--- src/rtl/clock_pkg.sv ---
// Shared mode encodings, BCD limits and BCD arithmetic helpers for the
// doomsday clock timekeeping core.
package clock_pkg;

  localparam logic [1:0] MODE_RUN  = 2'b00;
  localparam logic [1:0] MODE_SET  = 2'b01;
  localparam logic [1:0] MODE_DOWN = 2'b10;
  localparam logic [1:0] MODE_HOLD = 2'b11;

  localparam int DIGIT_W = 4;
  localparam int PAIR_W  = 2 * DIGIT_W;
  localparam int TIME_W  = 4 * DIGIT_W;
  localparam int SEC_MAX = 59;
  localparam int MIN_MAX = 59;

  // Two-digit BCD increment that wraps from maxVal back to zero.
  function automatic logic [PAIR_W-1:0] bcdInc(input logic [PAIR_W-1:0] v, input int maxVal);
    logic [DIGIT_W-1:0] maxTens;
    logic [DIGIT_W-1:0] maxUnits;
    maxTens  = DIGIT_W'(maxVal / 10);
    maxUnits = DIGIT_W'(maxVal % 10);
    if (v == {maxTens, maxUnits})
      return '0;
    else if (v[DIGIT_W-1:0] == DIGIT_W'(9))
      return {v[PAIR_W-1:DIGIT_W] + DIGIT_W'(1), DIGIT_W'(0)};
    else
      return {v[PAIR_W-1:DIGIT_W], v[DIGIT_W-1:0] + DIGIT_W'(1)};
  endfunction

  // Two-digit BCD decrement that wraps from zero up to maxVal.
  function automatic logic [PAIR_W-1:0] bcdDec(input logic [PAIR_W-1:0] v, input int maxVal);
    logic [DIGIT_W-1:0] maxTens;
    logic [DIGIT_W-1:0] maxUnits;
    maxTens  = DIGIT_W'(maxVal / 10);
    maxUnits = DIGIT_W'(maxVal % 10);
    if (v == '0)
      return {maxTens, maxUnits};
    else if (v[DIGIT_W-1:0] == '0)
      return {v[PAIR_W-1:DIGIT_W] - DIGIT_W'(1), DIGIT_W'(9)};
    else
      return {v[PAIR_W-1:DIGIT_W], v[DIGIT_W-1:0] - DIGIT_W'(1)};
  endfunction

  function automatic logic [TIME_W-1:0] timeInc(input logic [TIME_W-1:0] t);
    logic [PAIR_W-1:0] newSec;
    logic [PAIR_W-1:0] newMin;
    newSec = bcdInc(t[PAIR_W-1:0], SEC_MAX);
    newMin = (newSec == '0) ? bcdInc(t[TIME_W-1:PAIR_W], MIN_MAX) : t[TIME_W-1:PAIR_W];
    return {newMin, newSec};
  endfunction

  function automatic logic [TIME_W-1:0] timeDec(input logic [TIME_W-1:0] t);
    logic [PAIR_W-1:0] newMin;
    newMin = (t[PAIR_W-1:0] == '0) ? bcdDec(t[TIME_W-1:PAIR_W], MIN_MAX) : t[TIME_W-1:PAIR_W];
    return {newMin, bcdDec(t[PAIR_W-1:0], SEC_MAX)};
  endfunction

endpackage

--- src/rtl/btn_edge_sync.sv ---
// Two-flop synchroniser for one raw push-button followed by a registered
// rising-edge pulse, so a held button yields exactly one event.
module btn_edge_sync (
  input  logic i_clk,
  input  logic i_rst,
  input  logic i_btn,
  output logic o_pulse
);

  logic r_sync1;
  logic r_sync2;
  logic r_prev;
  logic r_pulse;

  always_ff @(posedge i_clk) begin
    if (i_rst) begin
      r_sync1 <= 1'b0;
      r_sync2 <= 1'b0;
      r_prev  <= 1'b0;
      r_pulse <= 1'b0;
    end else begin
      r_sync1 <= i_btn;
      r_sync2 <= r_sync1;
      r_prev  <= r_sync2;
      r_pulse <= r_sync2 & ~r_prev;
    end
  end

  assign o_pulse = r_pulse;

endmodule

--- src/rtl/clock_functions.sv ---
// Doomsday clock timekeeping core: BCD mm:ss with run-up, set, countdown
// and hold modes, a self-generated 1 Hz tick and a half-second blink.
module clock_functions
  import clock_pkg::*;
#(
  parameter int TICK_DIV = 100_000_000
) (
  input  logic              clk,
  input  logic              rst,
  input  logic [1:0]        mode,
  input  logic [1:0]        buttonsInput,
  output logic [TIME_W-1:0] big_bin,
  output logic              alarm,
  output logic              blink
);

  localparam int CNT_W = (TICK_DIV > 1) ? $clog2(TICK_DIV) : 1;
  localparam logic [CNT_W-1:0] CNT_LAST = CNT_W'(TICK_DIV - 1);
  localparam logic [CNT_W-1:0] CNT_HALF = CNT_W'(TICK_DIV / 2);

  logic [CNT_W-1:0]  r_count;
  logic              r_blink;
  logic [TIME_W-1:0] r_time;
  logic              r_alarm;
  logic              w_tick;
  logic [CNT_W-1:0]  w_countNext;
  logic [TIME_W-1:0] w_timeDec;
  logic [1:0]        w_btnEvent;

  for (genvar gi = 0; gi < 2; gi++) begin : g_btn
    btn_edge_sync u_sync (
      .i_clk  (clk),
      .i_rst  (rst),
      .i_btn  (buttonsInput[gi]),
      .o_pulse(w_btnEvent[gi])
    );
  end

  assign w_tick      = (r_count == CNT_LAST);
  assign w_countNext = w_tick ? '0 : r_count + CNT_W'(1);
  assign w_timeDec   = timeDec(r_time);

  // blink is registered from the next count so it always matches r_count.
  always_ff @(posedge clk) begin
    if (rst) begin
      r_count <= '0;
      r_blink <= 1'b1;
    end else begin
      r_count <= w_countNext;
      r_blink <= (w_countNext < CNT_HALF);
    end
  end

  always_ff @(posedge clk) begin
    if (rst) begin
      r_time  <= '0;
      r_alarm <= 1'b0;
    end else begin
      case (mode)
        MODE_RUN: begin
          r_alarm <= 1'b0;
          if (w_tick)
            r_time <= timeInc(r_time);
        end
        MODE_SET: begin
          r_alarm <= 1'b0;
          r_time  <= {w_btnEvent[1] ? bcdInc(r_time[TIME_W-1:PAIR_W], MIN_MAX) : r_time[TIME_W-1:PAIR_W],
                      w_btnEvent[0] ? bcdInc(r_time[PAIR_W-1:0], SEC_MAX)      : r_time[PAIR_W-1:0]};
        end
        MODE_DOWN: begin
          if (w_tick) begin
            if (r_time != '0) begin
              r_time <= w_timeDec;
              if (w_timeDec == '0)
                r_alarm <= 1'b1;
            end else begin
              r_alarm <= 1'b1;
            end
          end
        end
        default: begin
          if (|w_btnEvent)
            r_alarm <= 1'b0;
        end
      endcase
    end
  end

  assign big_bin = r_time;
  assign alarm   = r_alarm;
  assign blink   = r_blink;

endmodule

--- config.mk ---
export PLATFORM = sky130hd
export DESIGN_NAME = clock_functions
export DESIGN_NICKNAME = d
export VERILOG_FILES = /design/src/rtl/clock_pkg.sv /design/src/rtl/btn_edge_sync.sv /design/src/rtl/clock_functions.sv
export SDC_FILE = /design/constraint.sdc
export NUM_CORES = 1
export LEC_CHECK = 0
export CORE_MARGIN = 1.5
export CORE_UTILIZATION = 60
export CTS_BUF_LIST = sky130_fd_sc_hd__clkbuf_4
export CTS_CLUSTER_SIZE = 10
export DETAILED_ROUTE_END_ITERATION = 8
export PLACE_DENSITY = 0.81
export SETUP_SLACK_MARGIN = 0.1
export SLEW_MARGIN = 20
export SYNTH_ARGS = -nofsm -noshare
export SYNTH_HDL_FRONTEND = slang
export SYNTH_SLANG_ARGS = --single-unit
--- constraint.sdc ---
create_clock -name clk -period 2.7 [get_ports clk]
set_input_delay 0.405 -clock clk [delete_from_list [all_inputs] [get_ports clk]]
set_output_delay 0.405 -clock clk [all_outputs]
set_load 0.02 [all_outputs]
# Word-level counts from Yosys, hierarchy flattened
# Index checks and enable logic that the tools add are counted.
# classes
n_addsub,9
order_cmp,1
n_eq_ne,14
muxes,25
n_bitwise,4
reduce_logical,15
# op_table
cell,count
$mux 8,15
$mux 16,3
$pmux 16 s3,1
$add 27x1->27 const B,1
$eq 27x27->1 const B,1
$lt 27x26->1 const B,1
$mux 27,1
$logic_not 8->1,3
$add 4x1->4 const B,4
$eq 8x7->1 const B,2
$logic_not 16->1,1
$reduce_bool 16->1,1
$sub 4x1->4 const B,4
$eq 4x4->1 const B,2
$logic_not 4->1,2
$ne 2x2->1 const B,4
$reduce_and 6->1,1
$reduce_bool 3->1,2
$reduce_and 5->1,1
$mux 1,4
$ne 2x1->1 const B,2
$reduce_or 2->1,2
$ne 3x3->1 const B,1
$reduce_and 3->1,1
other kinds (6),8
# word_totals
ff_bits,53
out_inout_bits,18
wordCells,81

# Logic depth before layout (Yosys ltp)
# Gate-level depths: netlist of run 1.
# logic_depth
word_depth,10
ltp_mapped,9

# Cells and area by module
# From an unflattened synthesis of run 1, not the netlist that was laid out.
# hier_totals
cells_unflattened,466
hier_area_um2,3683.5
# modules_own_cells
mod,instances,cells_per_inst,area_per_inst_um2
clock_functions,1,450,3460.8
btn_edge_sync,2,8,111.4

# Worst setup path after synthesis of run 1
# No wires, ideal clock.
# synth_path
path_type,reg-to-reg
from,"register r_time[4], in the netlist big_bin[4]"
to,"register r_alarm, in the netlist alarm"
t_arrival_ns,2.380
required_ns,2.599
setup_slack_ns,0.219
stages_incl_launch_ff,10
n_path_buf,1
path_cell_list,dfxtp_1 clkbuf_1 inv_1 ha_1 or3b_2 nor2_1 nand3_1 a2111oi_0 a41oi_1 o41ai_1
# synth_via
elab_chain_len,6
word_cells_on_any_way,12
# synth_lines
item,line,text
start: declaration,clock_functions.sv:23,logic [TIME_W-1:0] r_time;
start signal: assignment,clock_functions.sv:63,r_time <= timeInc(r_time);
start signal: assignment,clock_functions.sv:67,"r_time <= {w_btnEvent[1] ? bcdInc(r_time[TIME_W-1:PAIR_W], MIN_MAX) : r_time[TIME_W-1:PAIR_W],"
start signal: assignment,clock_functions.sv:73,r_time <= w_timeDec;
$sub 4x1->4,clock_pkg.sv:39,"return {v[PAIR_W-1:DIGIT_W] - DIGIT_W'(1), DIGIT_W'(9)};"
$mux 8,clock_pkg.sv:38,else if (v[DIGIT_W-1:0] == '0)
$mux 8,clock_pkg.sv:36,if (v == '0)
$logic_not 16->1,clock_functions.sv:74,if (w_timeDec == '0)
$ne 3x3->1 (no source line),-,
$reduce_and 3->1 (no source line),-,
end signal: assignment,clock_functions.sv:75,r_alarm <= 1'b1;
end signal: assignment,clock_functions.sv:77,r_alarm <= 1'b1;
end signal: assignment,clock_functions.sv:83,r_alarm <= 1'b0;
end: declaration,clock_functions.sv:24,logic r_alarm;
# Several ways; a longest one is shown, not always the timed one. The select of a mux whose other input is x is not followed.
# A chain may end at the register's enable or synchronous reset.

# Worst setup path after layout of run 1
# layout_path
from,register r_count[12]
to,"register r_time[2], in the netlist big_bin[2]"
# layout_via
elab_chain_len,3
word_cells_on_any_way,4
# layout_lines
item,line,text
start: declaration,clock_functions.sv:21,logic [CNT_W-1:0] r_count;
start signal: assignment,clock_functions.sv:49,r_count <= w_countNext;
$eq 27x27->1 *,clock_functions.sv:39,assign w_tick = (r_count == CNT_LAST);
$ne 2x2->1 (no source line),-,
$reduce_and 5->1 (no source line) *,-,
# Mark *: on every way between the ends. The rest lies on a longest branch, timed or not.

==> results of run 1 <==
worst max path at each step:
stage	start	to	slack, ns	cells after the start
2_1_floorplan	big_bin[4]	alarm	0.22	9
3_3_place_gp	big_bin[0]	alarm	0.06	8
3_5_place_dp	big_bin[0]	alarm	0.1	8
4_1_cts	r_count[12]	big_bin[11]	0.11	6
5_1_grt	big_bin[1]	alarm	0.04	8
6_report	r_count[12]	big_bin[2]	0.16	7
worst register-to-register path, cell delays in order (launching register included):
cell and delay, ns:
dfxtp_1 0.38, or4b_1 0.56, or4_4 0.49, nor4_4 0.22
buf_4 0.19, a22oi_2 0.17, or3_1 0.38, a21oi_1 0.12
cell usage after synthesis (all sizes together), types with 5 or more instances:
cell	instances	area share
a211oi	7	0.014
and3	6	0.010
o21ai	18	0.025
o31ai	6	0.014
nor2b	13	0.022
inv	20	0.021
nand4	15	0.026
o211ai	7	0.014
nand3	20	0.027
nor2	45	0.046
nor3	20	0.027
or4	6	0.014
o21a	6	0.012
ha	15	0.051
nand2	33	0.034
a21oi	22	0.030
o41ai	5	0.016
nor4b	5	0.012
or3	7	0.013
nor3b	5	0.010
dfxtp	53	0.29
xor2	10	0.024
clkbuf	27	0.028
xnor2	14	0.034
nor4	14	0.028
what timing repair did:
action	CTS	global route
endpoints found under the setup margin	2	14
pin swaps	0	3
setup buffers	0	7
hold buffers	0	0
gates resized for setup	2	13
metal layers:
metal	wire, um	GRT usage	vias to the layer above	share of wire
met2	4240	0.473	192	0.45
met5	0	0	-	0
met4	73	0.0552	0	0.0078
met3	763	0.0517	13	0.081
met1	4300	0.433	1760	0.46
li1	-	-	1810	-
stage by stage:
stage	worst slack [ns]	cell area, um^2	cells	utilization
global placement	0.0600	4050	563	0.689
finish	0.162	4230	578	0.719
CTS	0.115	4120	571	0.700
floorplan	0.219	3650	468	-
global route	0.0430	4230	578	0.719
detailed placement	0.0992	4050	563	0.689
state kept, by name, summed over array words and instances, names as in the netlist:
name / flops
alarm: 1
big_bin: 16
blink: 1
g_btn.u_sync.o_pulse: 2
g_btn.u_sync.r_prev: 2
g_btn.u_sync.r_sync1: 2
g_btn.u_sync.r_sync2: 2
r_count: 27
power groups by stage:
stage / clock network (uW) / logic [uW] / registers, uW
floorplan: 0 / 69.5 / 814
global placement: 0 / 108 / 814
detailed placement: 0 / 110 / 815
CTS: 398 / 111 / 798
global route: 429 / 127 / 801
finish: 387 / 116 / 798
area by class of cell:
class	instances	area (um^2)
Multi-Input combinational cell	366	2460
Clock buffer	5	37.5
Timing Repair Buffer	56	478
Fill cell	490	1650
Sequential cell	53	1060
Inverter	20	75.1
Clock inverter	3	26.3
Tap cell	75	93.8
placed cells by master (no fill, tap or decap), types with 3 or more instances in the layout:
master and count:
ha_1 13, o21a_1 6, clkdlybuf4s50_1 23, nand3_1 20
a21oi_1 22, o21ai_0 18, or4_1 3, or4_4 3
nand2b_1 3, clkbuf_4 5, xor2_1 10, or3b_2 3
nor4b_1 5, inv_1 20, nand4_1 15, o211ai_1 7
nor2_1 44, nor2b_1 13, buf_4 33, nand3b_1 4
and3_1 6, nand2_1 33, a31oi_1 4, or3_1 6
nor4_1 11, a311o_1 3, nor3_1 20, a211oi_1 7
xnor2_1 14, and2_1 4, dfxtp_1 52, nor3b_1 4
o22ai_1 4, o31ai_1 4, mux2i_1 3, o41ai_1 3
o32ai_1 4
kinds of logic after synthesis:
group	count (synthesis)
simple gates	213
compound gates	111
flops	53
buf+inv	49
xor+xnor	24
fa+ha+maj	15
mux	3
==> reports/results.tsv, run 1 <==
stage	metric	value	unit
outcome	status	completed	
timing	Final min period	2.54	ns
synth	Compound-Gate Fraction of Synth Area	0.218	
pwr	P per Cell Area	308	nW/um^2
cells_and_area	Layout Nets	523	
pwr	worst vdd ir	0.349	mV
synth	Synth cell types	65	
pwr	part of the power in combinational logic	0.089	
clocking	H-Tree Level Count	2	
synth	Avg Inst Size Synth	7.80	um^2
synth	EDFF count, synth	0	
job	max cap viols	0	
clocking	cts bufs inserted	5	
global_routing	gr usage total	0.301	
pwr	Reg power frac	0.613	
synth	Synthesized Nets	489	
setup_path	CP cell instances	or4b_1 > or4_4 > nor4_4 > buf_4 > a22oi_2 > or3_1 > a21oi_1	
timing	Max Slew Vio Count	0	
placed_design	gpl congestion	0.938	
synth	Yosys reg bits	53	
timing	Max-slew headroom	0.567	
setup_path	CP Buf/Inv Count	1	
die	Placement Rows	28	
setup_path	Setup crit start kind	flop	
synth	cell area after synthesis	3650	um^2
routing	Post-DRT Antenna Nets	0	
pwr	PnR Total Power	1300	uW
setup_path	reg2reg path depth	7	
setup_path	reg2reg setup slack	0.16	ns
synth	sequential share of the synthesized area	0.291	
routing	per-cell routed wire length	16.2	um
synth	Mapped Cells	468	
global_routing	first-pass GRT wire length	15.7	mm
setup_path	required time of the critical path	3.03	ns
cells_and_area	Synth-to-Final Area Change	15.9	%
routing	1st-iter DRT viols	328	
setup_path	CP Max Fanout	9	
timing	Final period util	0.940	
global_routing	vias in the first global route	3349	
synth	Synth Flop Type	dfxtp_1	
die	Die W	81.0	um
clocking	Bufs on Longest Clock Path	2	
routing	# DRC	0	
die	Initial Utilization	0.620	
timing	setup violators final	0	
clocking	clk root buf	clkbuf_4	
pwr	Sw Ratio	0.273	
timing	hold slack	0.377	ns
routing	Post-Route WL	9.38	mm
worst_hold_path	Hold Crit Class	reg2reg	
timing	Setup Total Neg Slack	0	ns
setup_path	worst setup path class	reg2reg	
clocking	Worst-path clk slew	0.18	ns
cells_and_area	# diodes	0	
placed_design	IO buf count	23	
synth	mux contribution to synthesized area	0.00822	
routing	DR vias/cell	6.53	
synth	Yosys Warn Count	0	
pwr	Net Sw Power	356	uW
die	I/O Pins	24	
timing	Final Hold Viols	0	
timing	Fmax achieved	0.394	GHz
setup_path	top cell family by delay on the critical path	simple AND/OR/NAND/NOR gates	
placed_design	DPL Wire Length	6.79	mm
synth	adder-cell share of the synthesized area	0.0514	
clocking	CTS sink count	53	
setup_path	RR Endpoint	big_bin[2]	
synth	simple-gate share of the synthesized area	0.322	
setup_path	Critical Path Max Stage Delay	0.56	ns
pwr	Clk pwr share	0.297	
routing	Initial DRT Pass Iterations	6	
setup_path	Slowest-stage cell, CP	or4b_1	
synth	main combinational cell family by area after synthesis	simple AND/OR/NAND/NOR gates	
setup_path	worst r2r src	r_count[12]	
cells_and_area	share of cells above drive strength 1	0.137	
pwr	Leak	0.00147	uW
worst_hold_path	hold depth	1	
global_routing	initial antenna violation count	0	
pwr	internal power	946	uW
global_routing	largest net degree at the start of global routing	24	
clocking	Clk Latency, worst-skew pair	0.38	ns
setup_path	Worst Path Arrival	2.87	ns
die	core area	5890	um^2
global_routing	total gr overflow	0	
timing	RSZ-0062 raised after global routing	yes	
worst_hold_path	worst hold endpoint	g_btn[0].u_sync.o_pulse	
worst_hold_path	Hold Startpoint	g_btn[0].u_sync.r_prev	
setup_path	CP Capture Type	flop	
clocking	CTS tree	done	
synth	FFs w/ async S/R, synth	0	
die	Die ar.	6560	um^2
timing	Worst-Margin Slew	0.649	ns
synth	Synth Area in XOR/XNOR	0.0576	
die	die height	81.0	um
routing	DR vias	3775	
timing	Layout Skew	0.0224	ns
Power figures use the tool's default switching activity.
==> run 2, diff against run 1 <==
--- a/config.mk
+++ b/config.mk
@@ -10,6 +10,7 @@
 export CTS_BUF_LIST = sky130_fd_sc_hd__clkbuf_4
 export CTS_CLUSTER_SIZE = 10
 export DETAILED_ROUTE_END_ITERATION = 8
+export GPL_ROUTABILITY_DRIVEN = 0
 export PLACE_DENSITY = 0.81
 export SETUP_SLACK_MARGIN = 0.1
 export SLEW_MARGIN = 20
==> run 2 against run 1 <==
Flip-flop and latch count unchanged. Sequential power barely moved. Maximum frequency down 1.3%. Utilization up 0.64 points. Largest cell class unchanged.
==> reports/results.tsv, run 2 (same netlist as run 1, synthesis figures left out) <==
stage	metric	value	unit
outcome	status	completed	
cells_and_area	Layout Cells excl Fill	578	
setup_path	CP cell instances	or4b_1 > or4_4 > nor4_4 > buf_4 > nor2_1 > or2_4 > o41ai_2	
routing	Initial DRT Pass Iterations	5	
cells_and_area	# diodes	0	
routing	met3 wire len	674	um
timing	Setup Total Neg Slack	0	ns
pwr	worst vdd ir	0.314	mV
global_routing	largest net degree at the start of global routing	24	
setup_path	CP Max Fanout	6	
routing	highest layer used for signal routing	met4	
global_routing	total gr overflow	0	
timing	Max Slew Vio Count	0	
timing	RSZ-0062 raised after global routing	yes	
cells_and_area	commonest cells after routing, fill and taps aside	dfxtp_1, nor2_1, nand2_1, buf_4, clkdlybuf4s50_1	
timing	Fmax achieved	0.389	GHz
die	Placement Rows	28	
setup_path	Worst Path Arrival	2.88	ns
clocking	cts bufs inserted	5	
die	die height	81.0	um
job	max cap viols	0	
die	I/O Pins	24	
cells_and_area	share of cells above drive strength 1	0.137	
cells_and_area	Final Cell Area	4270	um^2
worst_hold_path	hold depth	1	
cells_and_area	most common cell after layout, fill and taps aside	dfxtp_1	
clocking	Clk Latency, worst-skew pair	0.39	ns
die	Die ar.	6560	um^2
setup_path	Setup crit start kind	flop	
global_routing	gr usage total	0.290	
routing	Met1 Wirelength	4.43	mm
placed_design	DPL Wire Length	6.67	mm
clocking	CTS sink count	53	
routing	Post-DRT Antenna Nets	0	
setup_path	worst r2r src	r_count[12]	
setup_path	RR Endpoint	big_bin[11]	
setup_path	worst setup path class	reg2reg	
setup_path	Critical Path Max Stage Delay	0.55	ns
clocking	clk root buf	clkbuf_4	
routing	1st-iter DRT viols	345	
clocking	Worst-path clk slew	0.17	ns
routing	# DRC	0	
routing	metal2 WL	4.16	mm
die	core area	5890	um^2
placed_design	post-placement setup slack	-0.0189	ns
timing	Final period util	0.953	
cells_and_area	number of flip-flops under the largest register name	27	
worst_hold_path	worst hold endpoint	g_btn[0].u_sync.o_pulse	
die	Initial Utilization	0.620	
clocking	CTS tree	done	
worst_hold_path	Hold Startpoint	g_btn[0].u_sync.r_prev	
setup_path	reg2reg path depth	7	
worst_hold_path	Hold Crit Class	reg2reg	
timing	setup violators final	0	
cells_and_area	Layout Nets	523	
pwr	PnR Total Power	1390	uW
clocking	hold_buf cts	0	
clocking	Bufs on Longest Clock Path	2	
routing	DR vias/cell	6.50	
cells_and_area	Synth-to-Final Area Change	16.9	%
timing	Layout Skew	0.0230	ns
timing	Final min period	2.57	ns
timing	Final Hold Viols	0	
global_routing	initial antenna violation count	0	
setup_path	required time of the critical path	3.01	ns
setup_path	reg2reg setup slack	0.13	ns
clocking	H-Tree Level Count	2	
setup_path	Slowest-stage cell, CP	or4b_1	
global_routing	first-pass GRT wire length	15.1	mm
placed_design	DP Area	4060	um^2
timing	Worst-Margin Slew	0.631	ns
placed_design	IO buf count	23	
pwr	P per Cell Area	326	nW/um^2
routing	DR vias	3758	
cells_and_area	Biggest register	r_count	
routing	per-cell routed wire length	16.2	um
die	Die W	81.0	um
timing	Max-slew headroom	0.579	
setup_path	CP Capture Type	flop	
pwr	Leak	0.00150	uW
routing	Post-Route WL	9.35	mm
timing	final worst slack	0.128	ns
global_routing	vias in the first global route	3187	
placed_design	placed cell count	564	
[run 2: changes by cell type in the layout (fill, tap and decap cells not counted), sizes merged]
cell | before | now
clkinvlp | 2 | 0
bufinv | 0 | 1
clkinv | 0 | 1
[run 2: worst max-delay path by stage]
stage,slack [ns],from,end
2_1_floorplan,0.22,big_bin[4],alarm
3_3_place_gp,0.06,big_bin[0],alarm
3_5_place_dp,-0.02,big_bin[0],alarm
4_1_cts,0.14,big_bin[1],big_bin[12]
5_1_grt,0.03,big_bin[1],big_bin[12]
6_report,0.13,r_count[12],big_bin[11]
[run 2: worst max-delay path: cells and delay by family (launching register included)]
kind                   cells  cell delay (ns)
flip-flops                 1             0.38
AND/OR/NAND/NOR            5             1.64
buffers and inverters      1             0.19
AO/OA/AOI/OAI              1             0.30
[run 2: cell type report]
class	count	area (um^2)
clock buffer	5	37.5
clock inverter	3	43.8
fill	467	1620
inverter	20	75.1
multi-input combinational	366	2480
sequential	53	1060
tap	75	93.8
timing repair buffer	56	478
[run 2: metrics by stage]
step,hold slack (ns),utilization
after floorplan,0.367,-
after global placement,0.371,0.690
after detailed placement,0.381,0.690
after CTS,0.402,0.706
after global routing,0.411,0.725
final,0.398,0.725
[run 2: what timing repair did]
action / 4_1_cts / 5_1_grt
setup buffers: 1 / 5
gates resized for setup: 3 / 13
setup endpoints to repair: 3 / 16
pin swaps: 1 / 2
[run 2: per-layer routing]
layer | vias up | GRT usage
met1 | 1775 | 0.429
li1 | 1806 | -
met4 | 0 | 0.0603
met3 | 10 | 0.0438
met2 | 167 | 0.443
met5 | - | 0
[run 2: where the power goes]
part	switching [uW]	leakage, uW	total (uW)	internal (uW)
logic	69.5	0.00102	115	45.4
clock network	281	0.0000456	478	197
registers	6.52	0.000430	799	792
total	357	0.00150	1390	1030
==> run 3, diff against run 2 <==
--- a/config.mk
+++ b/config.mk
@@ -11,7 +11,7 @@
 export CTS_CLUSTER_SIZE = 10
 export DETAILED_ROUTE_END_ITERATION = 8
 export GPL_ROUTABILITY_DRIVEN = 0
-export PLACE_DENSITY = 0.81
+export PLACE_DENSITY = 0.88
 export SETUP_SLACK_MARGIN = 0.1
 export SLEW_MARGIN = 20
 export SYNTH_ARGS = -nofsm -noshare
==> run 3 against run 2 <==
Flip-flop and latch count is the same. Clock power shrank 18%. Critical path depth is the same. Combinational power is essentially flat. First-iteration DRC count grew 28%. Design area shrank 1.0%. Wire length grew 2.0%. Highest routed layer unchanged.
==> reports/results.tsv, run 3 (same netlist as run 1, synthesis figures left out) <==
stage	metric	value	unit
routing	Post-DRT Antenna Nets	0	
routing	DR vias/cell	6.51	
clocking	CTS tree	done	
cells_and_area	Synth-to-Final Area Change	15.8	%
clocking	CTS sink count	53	
cells_and_area	most common cell after layout, fill and taps aside	dfxtp_1	
global_routing	first-pass GRT wire length	15.2	mm
setup_path	Slowest-stage cell, CP	or4_4	
placed_design	IO buf count	23	
timing	Max Slew Vio Count	0	
pwr	P per Cell Area	310	nW/um^2
global_routing	largest net degree at the start of global routing	24	
timing	Worst-Margin Slew	0.541	ns
routing	per-cell routed wire length	16.5	um
pwr	Net Sw Power	364	uW
placed_design	DP Area	4060	um^2
setup_path	worst setup path class	reg2reg	
cells_and_area	# diodes	0	
clocking	hold_buf cts	0	
timing	Max-slew headroom	0.639	
worst_hold_path	hold depth	1	
routing	Initial DRT Pass Iterations	5	
worst_hold_path	Hold Crit Class	reg2reg	
setup_path	required time of the critical path	3.01	ns
global_routing	total gr overflow	0	
clocking	Worst-path clk slew	0.17	ns
cells_and_area	Final Cell Area	4230	um^2
pwr	worst vdd ir	0.337	mV
timing	Final min period	2.55	ns
cells_and_area	final core utilization	0.718	
routing	# DRC	0	
timing	RSZ-0062 raised after global routing	yes	
timing	setup violators final	0	
setup_path	Critical Path Max Stage Delay	0.54	ns
die	Initial Utilization	0.620	
die	Die ar.	6560	um^2
cells_and_area	number of flip-flops under the largest register name	27	
die	I/O Pins	24	
timing	Fmax achieved	0.392	GHz
cells_and_area	commonest cells after routing, fill and taps aside	dfxtp_1, nor2_1, nand2_1, buf_4, clkdlybuf4s50_1	
die	Die W	81.0	um
placed_design	DPL Wire Length	6.80	mm
timing	final worst slack	0.147	ns
cells_and_area	Layout Nets	523	
setup_path	Worst Path Arrival	2.86	ns
clocking	Clk Latency, worst-skew pair	0.39	ns
timing	Final Hold Viols	0	
routing	DR vias	3762	
die	core area	5890	um^2
die	Placement Rows	28	
routing	Post-Route WL	9.53	mm
clocking	clk root buf	clkbuf_4	
setup_path	reg2reg path depth	7	
timing	Final period util	0.945	
routing	1st-iter DRT viols	443	
global_routing	vias in the first global route	3204	
timing	Layout Skew	0.0130	ns
pwr	Leak	0.00147	uW
cells_and_area	Biggest register	r_count	
pwr	part of the power in combinational logic	0.089	
pwr	Reg power frac	0.611	
cells_and_area	share of cells above drive strength 1	0.127	
setup_path	Setup crit start kind	flop	
global_routing	gr usage total	0.291	
placed_design	post-placement setup slack	0.0311	ns
setup_path	CP cell instances	or3_4 > or4_4 > nor4_4 > buf_4 > nor2_2 > or2_4 > o41ai_2	
cells_and_area	Filler cells	464	
clocking	Bufs on Longest Clock Path	2	
job	max cap viols	0	
global_routing	initial antenna violation count	0	
die	die height	81.0	um
clocking	H-Tree Level Count	2	
clocking	cts bufs inserted	5	
pwr	Clk pwr share	0.300	
timing	Setup Total Neg Slack	0	ns
pwr	internal power	946	uW
outcome	status	completed	
setup_path	CP Max Fanout	8	
pwr	Sw Ratio	0.278	
setup_path	CP Capture Type	flop	
run 3: cell count changes in the layout (fill, tap and decap cells not counted), moves of 2 or more:
cell / previous run / this run
clkinvlp_4: 0 / 2
nor3b_1: 2 / 4
nor3b_2: 3 / 1
nor4_1: 11 / 13
nor4_2: 2 / 0
run 3: what timing repair did:
action | 4_1_cts | 5_1_grt
endpoints found under the setup margin | 2 | 9
cloned | 0 | 0
pin swaps | 1 | 3
buffers inserted | 2 | 4
gates resized for setup | 3 | 9
run 3: power by group through the flow:
stage	logic, uW	registers [uW]	clock network [uW]
2_1_floorplan	69.5	814	0
3_3_place_gp	107	815	0
3_5_place_dp	110	816	0
4_1_cts	111	800	407
5_1_grt	125	802	422
6_report	117	800	393
run 3: area by class of cell:
class / count / area, um^2 / share of cell area
Timing Repair Buffer: 56 / 478 / 0.113
Clock buffer: 5 / 37.5 / 0.00888
Clock inverter: 3 / 26.3 / 0.00622
Inverter: 20 / 75.1 / 0.0178
Tap cell: 75 / 93.8 / 0.0222
Sequential cell: 53 / 1060 / 0.252
Multi-Input combinational cell: 366 / 2450 / 0.580
run 3: worst paths after layout:
| check | startpoint | endpoint | slack [ns] |
|---|---|---|---|
| worst max-delay path | r_count[9] | big_bin[11] | 0.15 |
| worst min-delay path | g_btn[0].u_sync.r_prev | g_btn[0].u_sync.o_pulse | 0.40 |
| worst max register to register | r_count[9] | big_bin[11] | 0.15 |
| worst min register to register | g_btn[0].u_sync.r_prev | g_btn[0].u_sync.o_pulse | 0.40 |
run 3: critical path: cells and delay by family, from the launching register on:
| family | cells | cell delay [ns] |
|---|---|---|
| compound gates | 1 | 0.32 |
| buf+inv | 1 | 0.19 |
| simple gates | 5 | 1.54 |
| flops | 1 | 0.42 |
run 3: metal layers:
layer	vias to the layer above	GRT usage	wire length (um)
met2	195	0.466	4490
met4	0	0.0810	117
met5	-	0	0
li1	1802	-	-
met1	1749	0.408	4170
met3	16	0.0404	756
run 3: metrics by stage:
stage / hold slack, ns / total power, uW / instances
floorplan: 0.367 / 884 / 468
global placement: 0.371 / 922 / 564
detailed placement: 0.379 / 926 / 564
CTS: 0.401 / 1320 / 574
global route: 0.415 / 1350 / 578
finish: 0.400 / 1310 / 578
